[src/rtl/conv_out_buffer.sv]
// Output buffer for the convolution engine: saturates signed accumulator results and queues them in a FIFO.
// Optional build macro CONV_OUT_RELU_EN applies a ReLU to each result before saturation.
module conv_out_buffer #(
    parameter int ACC_SIZE  = 18,
    parameter int OUT_WIDTH = 12,
    parameter int DEPTH     = 8,
    parameter int PTR_WIDTH = $clog2(DEPTH)
) (
    input  logic                        clk,
    input  logic                        reset,
    input  logic                        s_valid_y,
    output logic                        s_ready_y,
    input  logic signed [ACC_SIZE-1:0]  s_data_in_y,
    output logic                        m_valid_z,
    input  logic                        m_ready_z,
    output logic signed [OUT_WIDTH-1:0] m_data_out_z,
    output logic [PTR_WIDTH:0]          count,
    output logic                        sat_flag
);

    localparam logic [PTR_WIDTH:0] FULL_COUNT = (PTR_WIDTH+1)'(DEPTH);
    localparam logic signed [OUT_WIDTH-1:0] OUT_MAX = {1'b0, {(OUT_WIDTH-1){1'b1}}};
    localparam logic signed [OUT_WIDTH-1:0] OUT_MIN = {1'b1, {(OUT_WIDTH-1){1'b0}}};
    localparam int HI_BITS = ACC_SIZE - OUT_WIDTH + 1;

    logic signed [OUT_WIDTH-1:0] mem [DEPTH];

    logic [PTR_WIDTH-1:0] wptr_q, wptr_d;
    logic [PTR_WIDTH-1:0] rptr_q, rptr_d;
    logic [PTR_WIDTH:0]   count_q, count_d;
    logic                 sat_q, sat_d;

    logic                        push;
    logic                        pop;
    logic [HI_BITS-1:0]          hi_bits;
    logic signed [OUT_WIDTH-1:0] sat_val;
    logic                        clipped;

    assign s_ready_y    = (count_q != FULL_COUNT);
    assign m_valid_z    = (count_q != '0);
    assign push         = s_valid_y && s_ready_y;
    assign pop          = m_valid_z && m_ready_z;
    assign m_data_out_z = mem[rptr_q];
    assign count        = count_q;
    assign sat_flag     = sat_q;

    // The value fits when every bit from the output sign bit upward matches;
    // with OUT_WIDTH == ACC_SIZE this slice is one bit and always fits.
    assign hi_bits = s_data_in_y[ACC_SIZE-1:OUT_WIDTH-1];

    // NOTE: every signal written here is given a default first so no latch can be inferred.
    always_comb begin
        sat_val = s_data_in_y[OUT_WIDTH-1:0];
        clipped = 1'b0;
`ifdef CONV_OUT_RELU_EN
        if (s_data_in_y[ACC_SIZE-1]) begin
            sat_val = '0;
        end else if (hi_bits != '0) begin
            sat_val = OUT_MAX;
            clipped = 1'b1;
        end
`else
        if (!s_data_in_y[ACC_SIZE-1] && (hi_bits != '0)) begin
            sat_val = OUT_MAX;
            clipped = 1'b1;
        end else if (s_data_in_y[ACC_SIZE-1] && (hi_bits != '1)) begin
            sat_val = OUT_MIN;
            clipped = 1'b1;
        end
`endif
    end

    always_comb begin
        wptr_d  = wptr_q;
        rptr_d  = rptr_q;
        count_d = count_q;
        sat_d   = sat_q;
        if (push) begin
            wptr_d = wptr_q + 1'b1;
            sat_d  = sat_q | clipped;
        end
        if (pop) begin
            rptr_d = rptr_q + 1'b1;
        end
        case ({push, pop})
            2'b10:   count_d = count_q + 1'b1;
            2'b01:   count_d = count_q - 1'b1;
            default: count_d = count_q;
        endcase
    end

    // NOTE: sequential state uses non-blocking assignments so all registers update together on the edge.
    always_ff @(posedge clk) begin
        if (reset) begin
            wptr_q  <= '0;
            rptr_q  <= '0;
            count_q <= '0;
            sat_q   <= 1'b0;
        end else begin
            wptr_q  <= wptr_d;
            rptr_q  <= rptr_d;
            count_q <= count_d;
            sat_q   <= sat_d;
        end
    end

    // NOTE: storage is deliberately left out of reset; the pointers alone define which entries are valid.
    always_ff @(posedge clk) begin
        if (push) begin
            mem[wptr_q] <= sat_val;
        end
    end

endmodule

[config.mk]
export PLATFORM = sky130hd
export DESIGN_NAME = conv_out_buffer
export DESIGN_NICKNAME = d
export VERILOG_FILES = /design/src/rtl/conv_out_buffer.sv
export SDC_FILE = /design/constraint.sdc
export NUM_CORES = 1
export LEC_CHECK = 0
export ABC_AREA = 1
export CAP_MARGIN = 20
export CORE_MARGIN = 3
export CORE_UTILIZATION = 55
export CTS_BUF_LIST = sky130_fd_sc_hd__clkbuf_8
export CTS_CLUSTER_SIZE = 8
export DETAILED_ROUTE_END_ITERATION = 10
export PLACE_DENSITY = 0.89
export SYNTH_ARGS = -nofsm -noshare
export SYNTH_HDL_FRONTEND = slang
export SYNTH_SLANG_ARGS = --single-unit
[constraint.sdc]
create_clock -name clk -period 2.73 [get_ports clk]
set_input_delay 0.819 -clock clk [delete_from_list [all_inputs] [get_ports clk]]
set_output_delay 0.819 -clock clk [all_outputs]
set_load 0.03 [all_outputs]
==> After elaboration in Yosys (flattened, before gate mapping) <==
Memories as Yosys holds them, arrays and structs flattened. A register that Yosys moved wholly into a read port is not among the register bits.
Index checks and enable logic that the tools add are counted.
{ "classes": {"bitwise": 1, "n_eq_ne": 4, "n_reduce_logical": 8, "mux": 9, "n_addsub": 4} }
{ "ops": {"columns": ["cell", "count"], "rows": [
  ["$mux W12", 2],
  ["$pmux W4 S2", 1],
  ["$ne A7 B7 Y1 const B", 1],
  ["$reduce_bool A7 Y1", 1],
  ["$add A3 B1 Y3 const B", 2],
  ["$mux W3", 2],
  ["$add A4 B1 Y4 const B", 1],
  ["$logic_and A1 B1 Y1", 4],
  ["$mux W1", 4],
  ["$ne A4 B4 Y1 const B", 1],
  ["$reduce_bool A4 Y1", 1],
  ["$sub A4 B1 Y4 const B", 1],
  ["$eq A2 B1 Y1 const B", 1],
  ["$eq A2 B2 Y1 const B", 1],
  ["$reduce_bool A2 Y1", 1],
  ["$logic_not A1 Y1", 1],
  ["$or A1 B1 Y1", 1]
]} }
{ "totals": {"mem_bits_rw": 96, "output_inout_bits": 19, "n_memories": 1, "in_bits": 22, "reg_bits": 11, "elab_cells": 31} }
{ "mem_list": {"columns": ["memory", "depth", "word_bits", "read_ports", "rd_clocked_by_memory_dff", "wr", "line_no", "text"], "rows": [
  ["mem", 8, 12, 1, 1, 1, "26", "logic signed [OUT_WIDTH-1:0] mem [DEPTH];"]
]} }

==> Depth between registers and ports, before layout <==
Gate-level depths: netlist (run 1).
{ "depth": {"word_depth": 5, "depth_mapped": 14, "depth_no_buf": 14} }

==> Worst setup path after synthesis (run 1) <==
OpenSTA, ideal clock, no wires.
{ "synth_timing": {"kind": "register to register", "start": "reg count_q[2] (netlist: count[2])", "end": "mem mem[4][0] (enable)", "synth_period_minus_slack_ns": 2.119, "path_stages_with_launch": 7, "setup_ns": 0.380, "arrival_ns": 1.739, "path_slack_ns": 0.611, "cell_sequence": "dfxtp_1 inv_1 nand3_2 nand2_2 inv_1 nand2_1 nor2_1"} }
{ "synth_via": {"elab_chain_len": 4} }
{ "synth_lines": {"columns": ["item", "line_no", "text"], "rows": [
  ["start, declared", "30", "logic [PTR_WIDTH:0] count_q, count_d;"],
  ["start signal, assigned", "102", "count_q <= count_d;"],
  ["$ne A4 B4 Y1", "39", "assign s_ready_y = (count_q != FULL_COUNT);"],
  ["net s_ready_y", "12", "output logic s_ready_y,"],
  ["$logic_and A1 B1 Y1", "41", "assign push = s_valid_y && s_ready_y;"],
  ["$mux W1", "109", "if (push) begin"],
  ["$mux W1 (implied by the code)", "110", "mem[wptr_q] <= sat_val;"],
  ["end, declared", "26", null]
]} }
The timed path passes the listed nets, and every way through them passes these cells.

==> run summary, run 1 <==
Hold Path End: sat_flag$_SDFFE_PP0P_
worst IR drop on VDD: 530 uV
Seq/Total Area, Yosys: 68.3%
row count: 32
DR DRC count: 0
Post-Synthesis Cells: 405
# nets final: 488
drt wl/cell: 17.1 um
EDFF count, synth: 96
initial antenna violation count: 0
WS Path Type: reg2out
vias: 3,143
global-route met1 utilization: 26.2%
pin count of the biggest net entering global routing: 49
global route overflow: 0
hold path start: sat_flag$_SDFFE_PP0P_
I/O pins: 41
Area Growth Syn to Fin: 17.4%
fmax: 0.378 GHz
Overall Power: 0.00463 W
Yosys reg bits: 110
Detailed Route WL: 9720 um
Max Root-Sink Buffers: 2
1st-pass router iterations: 5
number of vias per cell: 5.53
Initial DRC Count: 276
commonest non-fill, non-tap cell in the layout: edfxtp_1
DP Wirelength: 6480 um
Synth Net Count: 432
clk sinks: 110
Core Footprint: 7930 um2
status: complete, no violations
met2 usage: 35.6%
worst rel slew slack: 55.3%
crit path DAT: 1.83 ns
Yosys warnings: 0
Area after DPL: 5250 um2
Overall Global Routing Usage: 20.7%
crit path time final: 2.65 ns
GRT busiest layer: met2
Num CTS Buffers: 9
met3 Use GR: 2.57%
CP Max Fanout: 11
buffer count from post-CTS setup fixing: 0
Port-buffer cells: 40
RSZ-0062 raised after global routing: no
Crit Reg-Reg Endpoint: count[2]$_SDFFE_PP0P_
Distinct cells, synth: 32
Mean Syn Cell Area: 11.4 um2
Starting Density: 58.4%
Setup Viol. Count Final: 0
R2R depth: 13
antenna cells: 0
Static Leakage: 2.04 nW
Pwr Density: 853 nW/um2
clk root buf: clkbuf_8
GP Congestion: 0.846
Async S/R FF share, synth: 0%
Final Hold Slack: 0.473 ns
hold buffer count at CTS: 0
reg2reg setup slack: 0.78 ns
Final Slew Violations: 0
CP Data Required Time: 1.91 ns
ratio of cells with drive above 1 in the final layout: 11.8%
final setup TNS: 0 ns
Clock Skews: 0.0143 ns
chip height: 97.7 um
commonest cells after routing, fill and taps aside: edfxtp_1, nor2_1, nand2_1
Die W: 97.7 um
number of global-route vias before repair: 3,151
CTS tree: built
Final Hold Vio Count: 0
MaxCap Viol Count: 0
Final ANT Viol Nets: 0
Main synth FF type: edfxtp_1
Crit Reg-Reg Startpoint: count[1]$_SDFFE_PP0P_
Design Area, Final: 5440 um2
cell area after synthesis: 4630 um2
cell depth of the worst hold path: 2
startpoint types: register
crit path capture type: primary output
Min-Delay Path Class: reg2reg
clk slew on worst S/H paths: 0.09 ns
first-pass GRT wire length: 15,600 um
Tcrit/Tclk final: 96.9%
slew of the pin with the lowest slew margin: 0.670 ns
H-tree depth: 3
Die Area: 9550 um2
clock latency on the worst-skew pair: 0.36 ns
==> critical path: stages (launching register included) <==
cell,delay (ns)
dfxtp_2,0.42
buf_4,0.21
nor2_1,0.07
nor2_1,0.10
o21ai_0,0.11
o21ai_1,0.10
nand2_1,0.07
nand2_1,0.09
clkdlybuf4s15_2,0.30
==> cells in the mapped netlist, drive strengths merged (3+ instances only) <==
master / n / area, um2
edfxtp: 96 / 2880
o22ai: 12 / 75.1
nand2: 59 / 226
ha: 5 / 62.6
clkbuf: 7 / 28.8
nor3: 3 / 15.0
dfxtp: 14 / 280
inv: 32 / 120
a21oi: 20 / 100
mux2i: 12 / 120
o21ai: 52 / 260
nand3: 7 / 45.0
buf: 12 / 93.8
nor2: 65 / 246
==> flip-flops by register name (all words and copies together), names as in the netlist, named ones only <==
name,flops
rptr_q,3
mem,96
wptr_q,3
count,4
sat_flag,1
==> cell type report <==
| class | instances | area, um2 |
|---|---|---|
| clock buffers | 9 | 124 |
| clock inverters | 7 | 90.1 |
| fillers | 559 | 2490 |
| inverters | 32 | 120 |
| multi-input cells | 244 | 1220 |
| flip-flops and latches | 110 | 3160 |
| well taps | 102 | 128 |
| repair buffers | 64 | 586 |
==> worst max-delay path by stage <==
stage,start,endpoint,slack [ns],cells after the start
finish,register,m_data_out_z[6],0.08,8
detailed placement,register,m_data_out_z[1],0.03,8
floorplan,count[2]$_SDFFE_PP0P_,mem[4][0]$_DFFE_PP_,0.61,6
global placement,register,m_data_out_z[3],0.13,6
CTS,register,m_data_out_z[10],0.04,7
global route,register,m_data_out_z[0],0.003,8
==> routing by layer <==
layer	vias to the layer above	routed length, um
met5	-	0
met3	19	555
met4	0	265
li1	1519	-
met1	1505	3920
met2	100	4970
==> power by group <==
part | internal [W] | total [W] | switching, W
combinational | 0.000563 | 0.00154 | 0.000976
clock | 0.000514 | 0.00104 | 0.000521
sequential | 0.00198 | 0.00206 | 0.0000820
==> metrics by stage <==
stage / cells / util (%) / setup WS [ns]
2_1_floorplan: 405 / - / 0.611
5_1_grt: 568 / 68.6 / 0.00325
6_report: 568 / 68.6 / 0.0843
3_5_place_dp: 552 / 66.3 / 0.0323
4_1_cts: 568 / 68.8 / 0.0392
3_3_place_gp: 552 / 66.3 / 0.132
==> logic make-up after synthesis <==
family	synth area share (%)
AND/OR/NAND/NOR	12.2
flip-flops	68.3
AO/OA/AOI/OAI	9.70
buffers and inverters	5.24
multiplexers	2.59
adder cells (fa/ha/maj)	1.35
XOR/XNOR	0.568
==> repair_timing <==
item,CTS,global route
setup endpoints to repair,12,10
endpoints found under the hold margin,0,0
resized for setup,17,17
pin swaps,0,0
No activity file was read; power rests on OpenSTA's default activity.
==> inputs of run 2 (changes only) <==
SKIP_CTS_REPAIR_TIMING = 1   (was unset)
==> run summary, run 2 (same netlist as run 1, synthesis figures left out) <==
placed cell count: 552
GP Congestion: 0.846
clk slew on worst S/H paths: 0.09 ns
clk root buf: clkbuf_8
Final Hold Vio Count: 0
Overall Power: 0.00467 W
Detailed Route WL: 9730 um
Core Footprint: 7930 um2
crit path capture type: primary output
Area Growth Syn to Fin: 18.6%
crit path time final: 2.62 ns
largest reg by FF count: mem
Filler Cells Inserted: 554
crit path DAT: 1.81 ns
Port-buffer cells: 40
DP Wirelength: 6480 um
I/O pins: 41
Die Area: 9550 um2
commonest cells after routing, fill and taps aside: edfxtp_1, nor2_1, nand2_1
drt wl/cell: 17.1 um
slew of the pin with the lowest slew margin: 0.718 ns
Max Root-Sink Buffers: 2
Largest register FFs: 96
MaxCap Viol Count: 0
worst rel slew slack: 52.1%
fmax: 0.381 GHz
vias: 3,148
final setup TNS: 0 ns
met1 WL: 3940 um
1st-pass router iterations: 5
CTS tree: built
initial antenna violation count: 0
Die W: 97.7 um
startpoint types: register
Pwr Density: 851 nW/um2
pin count of the biggest net entering global routing: 49
CP Max Fanout: 11
chip height: 97.7 um
number of vias per cell: 5.54
Overall Global Routing Usage: 20.7%
Max Used Layer: met4
first-pass GRT wire length: 15,600 um
Final ANT Viol Nets: 0
number of global-route vias before repair: 3,162
Initial DRC Count: 238
Setup Viol. Count Final: 0
CP Data Required Time: 1.91 ns
status: complete, no violations
ratio of cells with drive above 1 in the final layout: 10.1%
antenna cells: 0
hold path start: sat_flag$_SDFFE_PP0P_
RSZ-0062 raised after global routing: no
global route overflow: 0
DR WL met3: 499 um
Num CTS Buffers: 9
WS Path Type: reg2out
H-tree depth: 3
# nets final: 488
reg2reg setup slack: 0.78 ns
clk sinks: 110
metal2 WL: 5020 um
Final Hold Slack: 0.471 ns
Final Slew Violations: 0
Crit Reg-Reg Startpoint: count[1]$_SDFFE_PP0P_
Min-Delay Path Class: reg2reg
row count: 32
DR DRC count: 0
Starting Density: 58.4%
commonest non-fill, non-tap cell in the layout: edfxtp_1
Tcrit/Tclk final: 96.1%
Finished Layout Cells: 568
worst IR drop on VDD: 530 uV
Clock Skews: 0.0149 ns
Static Leakage: 2.14 nW
clock latency on the worst-skew pair: 0.36 ns
## run 2: cell types whose count changed in the layout (fill, tap and decap cells not counted)
cell,change
clkdlybuf4s15_1,-3
dlymetal6s2s_1,+11
clkbuf_2,-6
clkdlybuf4s15_2,-2
## run 2: cell type report
type	count	area (um2)	area share, %
flip-flops and latches	110	3160	57.6
multi-input cells	244	1220	22.3
inverters	32	120	2.19
well taps	102	128	2.32
clock buffers	9	124	2.26
repair buffers	64	641	11.7
clock inverters	7	90.1	1.64
## run 2: layer usage
metal / global-route usage [%] / up-vias
met5: 0 / -
li1: - / 1521
met3: 2.71 / 21
met4: 10.2 / 0
met2: 35.5 / 106
met1: 26.1 / 1500
## run 2: critical path, cell delays in order (launching register included)
cell            delay, ns
dfxtp_2              0.42
buf_4                0.21
nor2_1               0.07
nor2_1               0.09
o21ai_0              0.08
o21ai_1              0.09
nand2_1              0.08
nand2_1              0.11
dlymetal6s2s_1       0.30
## run 2: worst paths after layout
check | to | cells after the start
hold reg to reg | sat_flag$_SDFFE_PP0P_ | 2
setup / recovery | m_data_out_z[1] | 8
hold / removal | sat_flag$_SDFFE_PP0P_ | 2
setup reg to reg | count[2]$_SDFFE_PP0P_ | 13
## run 2: metrics by stage
| stage | area [um2] | utilization [%] | setup slack [ns] |
|---|---|---|---|
| after floorplan | 4630 | - | 0.611 |
| after global placement | 5250 | 66.3 | 0.132 |
| after detailed placement | 5250 | 66.3 | 0.0323 |
| after CTS | 5470 | 69.0 | -0.392 |
| after global routing | 5490 | 69.3 | 0.00594 |
| final | 5490 | 69.3 | 0.105 |
## run 2: power by group
part           switching (W)  total [W]  leakage (nW)  internal [W]
Clock               0.000519    0.00103         0.116      0.000514
Sequential         0.0000821    0.00206         0.994       0.00198
Combinational       0.000973    0.00158          1.03      0.000606
==> inputs of run 3 (changes only) <==
ABC_CLOCK_PERIOD_IN_PS = 2730   (was unset)
==> results of run 3 <==
Final layout, timing and power as in run 2 (identical DEF).
